[config.mk]
export PLATFORM = sky130hd
export DESIGN_NAME = beamformer_sequencer
export DESIGN_NICKNAME = d
export VERILOG_FILES = /design/src/rtl/beamformer_sequencer.sv
export SDC_FILE = /design/constraint.sdc
export NUM_CORES = 1
export LEC_CHECK = 0
export ABC_AREA = 1
export BUFFER_PORTS_ARGS = -buffer_cell sky130_fd_sc_hd__buf_2
export CORE_AREA = 5 5 97 99
export CTS_CLUSTER_SIZE = 20
export DETAILED_ROUTE_END_ITERATION = 7
export DIE_AREA = 0 0 102 104
export PLACE_DENSITY = 0.82
export SYNTH_ARGS = -nofsm -noshare
export SYNTH_HDL_FRONTEND = slang
export SYNTH_SLANG_ARGS = --single-unit
[constraint.sdc]
create_clock -name clk -period 1.8 [get_ports clk]
set_clock_uncertainty 0.1 [all_clocks]
set_input_delay 0.36 -clock clk [delete_from_list [all_inputs] [get_ports clk]]
set_output_delay 0.36 -clock clk [all_outputs]
set_load 0.02 [all_outputs]
[src/rtl/beamformer_sequencer.sv]
// -----------------------------------------------------------------------------
// beamformer_sequencer
//
// Control sequencer for the brambeamformer datapath. It steps the datapath
// through one acquisition frame:
//   LOADIN -> FILTER -> FLUSH -> BEAMFORM -> SUM -> DONE -> (go) LOADIN
// It generates every address, enable, slice phase and sample index that the
// datapath consumes. It also reacts to the datapath status outputs valid_out
// (filter result valid) and usedataflag (one falling edge per consumed sum
// word).
//
// Ports
//   clk                          in   system clock, rising-edge active
//   rst                          in   asynchronous reset, active low
//   go                           in   frame start / re-arm pulse
//   valid_out                    in   filter output valid from datapath
//   usedataflag                  in   falling edge = one sum word consumed
//   bf_rst                       out  datapath reset/enable level
//   signalinen                   out  signal input enable
//   start                        out  filter run
//   signal_address    [10:0]     out  input sample address
//   readin_address    [10:0]     out  filter-result write/read address
//   filter_bram_output_write_en  out  filter BRAM write enable (= valid_out)
//   output_read_en               out  filter BRAM read enable
//   startbeamformer              out  beamformer run
//   slice_state       [1:0]      out  0 = idle delay, 1..3 = slices
//   sample_index      [15:0]     out  beamformer sample index
//   sumout_address    [9:0]      out  sum BRAM address
//   sumouten                     out  sum read-out enable
//   busy                         out  high outside LOADIN and DONE
//   done                         out  high in DONE
// -----------------------------------------------------------------------------
module beamformer_sequencer #(
   parameter int          SIG_DEPTH    = 2048,
   parameter int          FLUSH_CYCLES = 6,
   parameter int          SUM_DEPTH    = 540,
   parameter logic [15:0] SIDX_INIT    = 16'hFFFE
) (
   input  logic        clk,
   input  logic        rst,
   input  logic        go,
   input  logic        valid_out,
   input  logic        usedataflag,
   output logic        bf_rst,
   output logic        signalinen,
   output logic        start,
   output logic [10:0] signal_address,
   output logic [10:0] readin_address,
   output logic        filter_bram_output_write_en,
   output logic        output_read_en,
   output logic        startbeamformer,
   output logic [1:0]  slice_state,
   output logic [15:0] sample_index,
   output logic [9:0]  sumout_address,
   output logic        sumouten,
   output logic        busy,
   output logic        done
);

   // Flush counter width; the counter only has to reach FLUSH_CYCLES-1.
   localparam int FCW = (FLUSH_CYCLES > 1) ? $clog2(FLUSH_CYCLES) : 1;

   localparam logic [10:0]    SIG_LAST   = 11'(SIG_DEPTH - 1);
   localparam logic [9:0]     SUM_LAST   = 10'(SUM_DEPTH - 1);
   localparam logic [FCW-1:0] FLUSH_LAST = FCW'(FLUSH_CYCLES - 1);

   typedef enum logic [2:0] {
      ST_LOADIN   = 3'd0,
      ST_FILTER   = 3'd1,
      ST_FLUSH    = 3'd2,
      ST_BEAMFORM = 3'd3,
      ST_SUM      = 3'd4,
      ST_DONE     = 3'd5
   } state_t;

   state_t          state_q;
   logic [FCW-1:0]  flush_cnt_q;
   logic            udf_q;
   logic            udf_fall_s;

   logic            bf_rst_q;
   logic            signalinen_q;
   logic            start_q;
   logic [10:0]     signal_address_q;
   logic [10:0]     readin_address_q;
   logic            output_read_en_q;
   logic            startbeamformer_q;
   logic [1:0]      slice_state_q;
   logic [15:0]     sample_index_q;
   logic [9:0]      sumout_address_q;
   logic            sumouten_q;
   logic            busy_q;
   logic            done_q;

   // Delayed copy of usedataflag used for falling-edge detection.
   always_ff @(posedge clk or negedge rst) begin
      if (!rst) begin
         udf_q <= 1'b0;
      end else begin
         udf_q <= usedataflag;
      end
   end

   // Falling edge of usedataflag: high last cycle, low now. The FSM only
   // acts on it while in BEAMFORM.
   always_comb begin
      udf_fall_s = 1'b0;
      if (udf_q && !usedataflag) begin
         udf_fall_s = 1'b1;
      end else begin
         udf_fall_s = 1'b0;
      end
   end

   // Frame FSM together with all registered outputs.
   always_ff @(posedge clk or negedge rst) begin
      if (!rst) begin
         state_q           <= ST_LOADIN;
         flush_cnt_q       <= '0;
         bf_rst_q          <= 1'b0;
         signalinen_q      <= 1'b0;
         start_q           <= 1'b0;
         signal_address_q  <= 11'd0;
         readin_address_q  <= 11'd0;
         output_read_en_q  <= 1'b0;
         startbeamformer_q <= 1'b0;
         slice_state_q     <= 2'd0;
         sample_index_q    <= SIDX_INIT;
         sumout_address_q  <= 10'd0;
         sumouten_q        <= 1'b0;
         busy_q            <= 1'b0;
         done_q            <= 1'b0;
      end else begin
         case (state_q)
            ST_LOADIN: begin
               signalinen_q <= 1'b1;
               bf_rst_q     <= 1'b1;
               if (go) begin
                  state_q          <= ST_FILTER;
                  signal_address_q <= 11'd0;
                  start_q          <= 1'b1;
                  busy_q           <= 1'b1;
               end else begin
                  busy_q <= 1'b0;
               end
            end

            ST_FILTER: begin
               if (valid_out) begin
                  readin_address_q <= readin_address_q + 11'd1;
               end else begin
                  readin_address_q <= readin_address_q;
               end
               // Leave while the last address is still presented so the
               // address register never wraps back to zero.
               if (signal_address_q == SIG_LAST) begin
                  state_q     <= ST_FLUSH;
                  start_q     <= 1'b0;
                  flush_cnt_q <= '0;
               end else begin
                  signal_address_q <= signal_address_q + 11'd1;
               end
            end

            ST_FLUSH: begin
               if (flush_cnt_q == FLUSH_LAST) begin
                  // The clear wins over a write-back arriving this cycle.
                  readin_address_q  <= 11'd0;
                  slice_state_q     <= 2'd0;
                  sample_index_q    <= SIDX_INIT;
                  state_q           <= ST_BEAMFORM;
                  bf_rst_q          <= 1'b0;
                  start_q           <= 1'b0;
                  output_read_en_q  <= 1'b1;
                  startbeamformer_q <= 1'b1;
               end else begin
                  flush_cnt_q <= flush_cnt_q + FCW'(1);
                  if (valid_out) begin
                     readin_address_q <= readin_address_q + 11'd1;
                  end else begin
                     readin_address_q <= readin_address_q;
                  end
               end
            end

            ST_BEAMFORM: begin
               slice_state_q <= slice_state_q + 2'd1;
               // Entering a slice (1..3) steps the sample; leaving slice 3
               // steps the filter-result read address.
               if (slice_state_q != 2'd3) begin
                  sample_index_q <= sample_index_q + 16'd1;
               end else begin
                  readin_address_q <= readin_address_q + 11'd1;
               end
               if (udf_fall_s) begin
                  if (sumout_address_q == SUM_LAST) begin
                     sumout_address_q  <= 10'd0;
                     state_q           <= ST_SUM;
                     startbeamformer_q <= 1'b0;
                     output_read_en_q  <= 1'b0;
                     sumouten_q        <= 1'b1;
                  end else begin
                     sumout_address_q <= sumout_address_q + 10'd1;
                  end
               end else begin
                  sumout_address_q <= sumout_address_q;
               end
            end

            ST_SUM: begin
               if (sumout_address_q == SUM_LAST) begin
                  sumout_address_q <= 10'd0;
                  state_q          <= ST_DONE;
                  sumouten_q       <= 1'b0;
                  done_q           <= 1'b1;
                  busy_q           <= 1'b0;
               end else begin
                  sumout_address_q <= sumout_address_q + 10'd1;
               end
            end

            ST_DONE: begin
               if (go) begin
                  state_q          <= ST_LOADIN;
                  flush_cnt_q      <= '0;
                  signal_address_q <= 11'd0;
                  readin_address_q <= 11'd0;
                  sumout_address_q <= 10'd0;
                  slice_state_q    <= 2'd0;
                  sample_index_q   <= SIDX_INIT;
                  signalinen_q     <= 1'b1;
                  bf_rst_q         <= 1'b1;
                  done_q           <= 1'b0;
                  busy_q           <= 1'b0;
               end else begin
                  done_q <= 1'b1;
               end
            end

            default: begin
               // Unreachable encoding: fall back to a clean LOADIN.
               state_q           <= ST_LOADIN;
               flush_cnt_q       <= '0;
               bf_rst_q          <= 1'b0;
               signalinen_q      <= 1'b0;
               start_q           <= 1'b0;
               signal_address_q  <= 11'd0;
               readin_address_q  <= 11'd0;
               output_read_en_q  <= 1'b0;
               startbeamformer_q <= 1'b0;
               slice_state_q     <= 2'd0;
               sample_index_q    <= SIDX_INIT;
               sumout_address_q  <= 10'd0;
               sumouten_q        <= 1'b0;
               busy_q            <= 1'b0;
               done_q            <= 1'b0;
            end
         endcase
      end
   end

   // Write-back enable follows the datapath with zero latency.
   assign filter_bram_output_write_en = valid_out;

   assign bf_rst          = bf_rst_q;
   assign signalinen      = signalinen_q;
   assign start           = start_q;
   assign signal_address  = signal_address_q;
   assign readin_address  = readin_address_q;
   assign output_read_en  = output_read_en_q;
   assign startbeamformer = startbeamformer_q;
   assign slice_state     = slice_state_q;
   assign sample_index    = sample_index_q;
   assign sumout_address  = sumout_address_q;
   assign sumouten        = sumouten_q;
   assign busy            = busy_q;
   assign done            = done_q;

endmodule

==> flow_summary.html <==
<table>
<tr><th>Metric</th><th>Value</th></tr>
<tr><th colspan="2">Run status</th></tr>
<tr><td>Run status</td><td>finished clean</td></tr>
<tr><th colspan="2">GRT</th></tr>
<tr><td>Vias in the first global route</td><td>~4000</td></tr>
<tr><td>GRT Overall Usage</td><td>just over 20%</td></tr>
<tr><td>Wire length of the first global-routing pass</td><td>between 15000 and 20000 um</td></tr>
<tr><td>Number of antenna violations at the first check in global routing</td><td>0</td></tr>
<tr><td>Maximum number of pins on one net before global-route repair</td><td>65</td></tr>
<tr><td>Congestion Overflow GR</td><td>0</td></tr>
<tr><th colspan="2">Placement</th></tr>
<tr><td>Placer congestion estimate</td><td>roughly 0.9</td></tr>
<tr><td>Port Buffer Count</td><td>63</td></tr>
<tr><td>Post-DP HPWL</td><td>between 7000 and 8000 um</td></tr>
<tr><th colspan="2">Drt</th></tr>
<tr><td>Wire length on met1</td><td>approximately 4500 um</td></tr>
<tr><td>Length of routed met2 wiring</td><td>~5000 um</td></tr>
<tr><td>Total length of routed wires</td><td>10400 um</td></tr>
<tr><td>Routed met3 length</td><td>approximately 660 um</td></tr>
<tr><td>Drc violations</td><td>0</td></tr>
<tr><td>Total via count after detailed routing</td><td>4200</td></tr>
<tr><td>Top layer in use</td><td>met4</td></tr>
<tr><td>Drt first-iter violations</td><td>258</td></tr>
<tr><td>Antenna Nets Post-Route</td><td>0</td></tr>
<tr><td>Wire length per cell after detailed routing</td><td>between 10 and 15 um</td></tr>
<tr><td>Via density per instance</td><td>approximately 5.3</td></tr>
<tr><td>First-pass DRT Iterations</td><td>5</td></tr>
<tr><th colspan="2">Yosys</th></tr>
<tr><td>Most frequent cells after synthesis</td><td>nand2_1, nor2_1, inv_1</td></tr>
<tr><td>Yosys reg bits</td><td>64</td></tr>
<tr><td>Most frequently used flop master after synthesis</td><td>dfrtp_1</td></tr>
<tr><td>Xor/xnor cell area share of the yosys netlist</td><td>roughly 1.7%</td></tr>
<tr><td>Most frequently used cell type in the post-synthesis netlist</td><td>nand2_1</td></tr>
<tr><td>Share of Yosys cell area claimed by the top area cell type</td><td>29.7%</td></tr>
<tr><td>Synthesized-area fraction occupied by ao, oa, aoi and oai cells</td><td>between 6 and 7%</td></tr>
<tr><td>Number of nets produced by synthesis</td><td>roughly 600</td></tr>
<tr><td>Fraction of the yosys area taken by sequential cells</td><td>about two fifths</td></tr>
<tr><td>Number of cells produced by synthesis</td><td>slightly below 600</td></tr>
<tr><td>Largest family of logic cells by synthesized area</td><td>simple AND/OR/NAND/NOR gates</td></tr>
<tr><td>Number of enable-type register cells in the synthesized netlist</td><td>0</td></tr>
<tr><td>Synthesis warning total</td><td>0</td></tr>
<tr><td>Netlist Area Pre-Place</td><td>~4100 sq um</td></tr>
<tr><td>Cell taking the most area after synthesis</td><td>dfrtp_1</td></tr>
<tr><td>Top cells by area, synth</td><td>dfrtp_1, nand2_1, dfstp_2</td></tr>
<tr><td>Area share of and/or/nand/nor cells after synthesis</td><td>a little over two fifths</td></tr>
<tr><td>Number of distinct standard cells referenced by the synthesized netlist</td><td>36</td></tr>
<tr><td>Async S/R FF share, synth</td><td>100%</td></tr>
<tr><td>Post-synthesis mux area share</td><td>0%</td></tr>
<tr><td>Synth Area per Inst</td><td>about 7 sq um</td></tr>
<tr><td>Post-synthesis share of cell area spent on full adders, half adders and majority gates</td><td>roughly 2.1%</td></tr>
<tr><th colspan="2">Setup path</th></tr>
<tr><td>CP delay by family, top</td><td>flip-flops</td></tr>
<tr><td>Critical path cell sequence</td><td>ha_1 -&gt; nand2_2 -&gt; nand3_4 -&gt; buf_4 -&gt; a21boi_2 -&gt; buf_4 -&gt; nand4_1 -&gt; nand2_1</td></tr>
<tr><td>Worst setup SP type</td><td>flop</td></tr>
<tr><td>Crit path capture type</td><td>flop</td></tr>
<tr><td>Most used cell along the critical path</td><td>buf_4</td></tr>
<tr><td>Count of cells along the worst register-to-register path</td><td>8</td></tr>
<tr><td>Crit Path Max Fanout</td><td>5</td></tr>
<tr><td>Critical path buffers and inverters</td><td>2</td></tr>
<tr><td>Largest incremental delay on the critical path</td><td>0.42 ns</td></tr>
<tr><td>Required arrival time at the worst endpoint</td><td>around 1.9 ns</td></tr>
<tr><td>Number of cells on the critical path</td><td>8</td></tr>
<tr><td>CP arrival</td><td>about 1.9 ns</td></tr>
<tr><td>Critical path class</td><td>reg2reg</td></tr>
<tr><td>Critical path's slowest cell</td><td>dfrtp_1</td></tr>
<tr><th colspan="2">Timing</th></tr>
<tr><td>Final Hold Viols</td><td>0</td></tr>
<tr><td>Hold slack final</td><td>~0.043 ns</td></tr>
<tr><td>Count of endpoints failing setup in the final report</td><td>0</td></tr>
<tr><td>Rel. slew slack</td><td>between 70% and 80%</td></tr>
<tr><td>Total count of max-transition violations in the final report</td><td>0</td></tr>
<tr><td>Portion of the clock cycle consumed by the worst path in the final layout</td><td>about 96%</td></tr>
<tr><td>Fmax achieved</td><td>between 500 and 600 MHz</td></tr>
<tr><td>Crit path time final</td><td>about 1.7 ns</td></tr>
<tr><td>Transition time of the tightest slew-check pin</td><td>approximately 0.38 ns</td></tr>
<tr><th colspan="2">Clock network</th></tr>
<tr><td>Clock root buffer</td><td>clkbuf_8</td></tr>
<tr><td>Clock tree from TritonCTS</td><td>built</td></tr>
<tr><td>Clock sinks</td><td>64</td></tr>
<tr><td>Clk buf depth</td><td>2</td></tr>
<tr><td>Clock buffers created by TritonCTS</td><td>9</td></tr>
<tr><td>CTS clock-pin slew for the worst setup and hold paths</td><td>around 0.070 ns</td></tr>
<tr><td>H-tree depth</td><td>3</td></tr>
<tr><td>Clk_lat worst skew</td><td>around 0.35 ns</td></tr>
<tr><th colspan="2">Power and ir drop</th></tr>
<tr><td>P per Cell Area</td><td>between 1500 and 2000 nW/um^2</td></tr>
<tr><td>Maximum vdd drop</td><td>roughly 0.00066 V</td></tr>
<tr><td>Power Total</td><td>about 0.008 W</td></tr>
<tr><td>Standby leakage power</td><td>2.56 nW</td></tr>
<tr><th colspan="2">Hold path</th></tr>
<tr><td>HP Class</td><td>in2reg</td></tr>
<tr><td>Hold Crit Depth</td><td>1</td></tr>
<tr><th colspan="2">Die</th></tr>
<tr><td>Number of placement rows</td><td>34</td></tr>
<tr><td>Die height</td><td>between 100 and 150 um</td></tr>
<tr><td>Initial Utilization</td><td>about half</td></tr>
<tr><td>Core outline area</td><td>about 8500 sq um</td></tr>
<tr><td>X dimension of the die</td><td>just over 100 um</td></tr>
<tr><td>Die area</td><td>approximately 11000 sq um</td></tr>
<tr><td>I/O pin total</td><td>64</td></tr>
<tr><th colspan="2">Finish</th></tr>
<tr><td>Count of antenna diodes in the layout</td><td>0</td></tr>
<tr><td>Share of post-route cells with drive strength above 1</td><td>about a quarter</td></tr>
<tr><td>Total Nets Final</td><td>between 600 and 700</td></tr>
<tr><td>Filler instances</td><td>766</td></tr>
<tr><td>Layout overhead on the synthesized area</td><td>20.5%</td></tr>
<tr><th colspan="2">Flow run</th></tr>
<tr><td># Max-Cap Violations</td><td>0</td></tr>
</table>
## where the power goes
| group | internal, W | total [W] | switching, W | leakage (nW) |
|---|---|---|---|---|
| Sequential | 0.00197 | 0.00243 | 0.000459 | 0.817 |
| Clock | 0.000532 | 0.00111 | 0.000575 | 0.0813 |
| Combinational | 0.00155 | 0.00448 | 0.00293 | 1.66 |
| Total | 0.00405 | 0.00802 | 0.00396 | 2.56 |
## stage by stage
step	worst slack, ns	TNS [ns]	std cells	util (%)	instance area (sq um)
after global routing	-0.00672	-0.00839	794	58.8	4980
after detailed placement	-0.0798	-0.145	772	55.2	4670
after floorplan	0.0215	0	590	-	4130
after CTS	0.0300	0	789	57.6	4870
after global placement	0.0103	0	772	55.2	4670
final	0.0772	0	794	58.8	4980
## layer usage
layer  up-vias  GRT usage [%]
met1      1979           25.9
met3        17           3.69
met5         -              0
met4         0           7.97
met2       134           33.1
li1       2070              -
## path summary, 6_finish.rpt
| check | start | end | slack [ns] |
|---|---|---|---|
| hold / removal | usedataflag | udf_q | 0.04 |
| setup / recovery | flush_cnt_q[0] | state_q[2] | 0.08 |
| max in group asynchronous | rst | sample_index[10] | 0.83 |
| hold reg to reg | signalinen | signalinen | 0.37 |
| min in group asynchronous | rst | sumout_address[5] | 0.44 |
| setup reg to reg | flush_cnt_q[0] | state_q[2] | 0.08 |
## timing repair
item | 4_1_cts | 5_1_grt
hold buffers | 1 | 0
endpoints found under the setup margin | 4 | 43
pin swaps | 0 | 2
resized for setup | 5 | 22
setup buffers | 0 | 5
endpoints found under the hold margin | 49 | 0
## sequential cells by signal (all words and copies together) (netlist names)
signal / count
state_q: 3
start: 1
bf_rst: 1
done: 1
sumout_address: 10
sumouten: 1
readin_address: 11
signalinen: 1
flush_cnt_q: 3
signal_address: 11
slice_state: 2
busy: 1
udf_q: 1
startbeamformer: 1
sample_index: 16
## cell families (layout without fill, tap and decap cells)
family,count (synthesis),count (layout)
simple gates,388,388
buf+inv,73,169
flops,64,64
compound gates,50,50
xor+xnor,8,8
fa+ha+maj,7,7
## area by class of cell
| type | count | area, sq um | share of cell area [%] |
|---|---|---|---|
| clock buffers | 11 | 141 | 2.84 |
| clock inverters | 5 | 32.5 | 0.653 |
| inverters | 63 | 244 | 4.90 |
| multi-input cells | 453 | 2270 | 45.5 |
| flip-flops and latches | 64 | 1620 | 32.6 |
| well taps | 108 | 135 | 2.71 |
| repair buffers | 90 | 537 | 10.8 |
## cells in the final DEF, fill, tap and decap left out, types with 2 or more instances in the layout
cell type   count
xnor2_1         4
buf_4          24
and2_1          3
nor2_1         61
or2_2           6
dfstp_2        15
clkbuf_8       10
nand2_4         4
dfrtp_2         2
buf_2          63
clkinvlp_4      3
nand3_4         2
o21ai_4         3
nor2_2          7
a21oi_1        16
nand2_1       207
nand4_1        17
dfrtp_1        47
o21ai_1        10
nand3_2         4
ha_1            6
nand3_1        48
nor3_1          8
nand2_2         6
clkinv_2        2
o21ai_0        18
inv_2           3
xor2_1          4
inv_4           3
nor3_2          2
inv_1          57
nor2_4          5
nand3b_1        5
No activity file was read; power rests on OpenSTA's default activity.
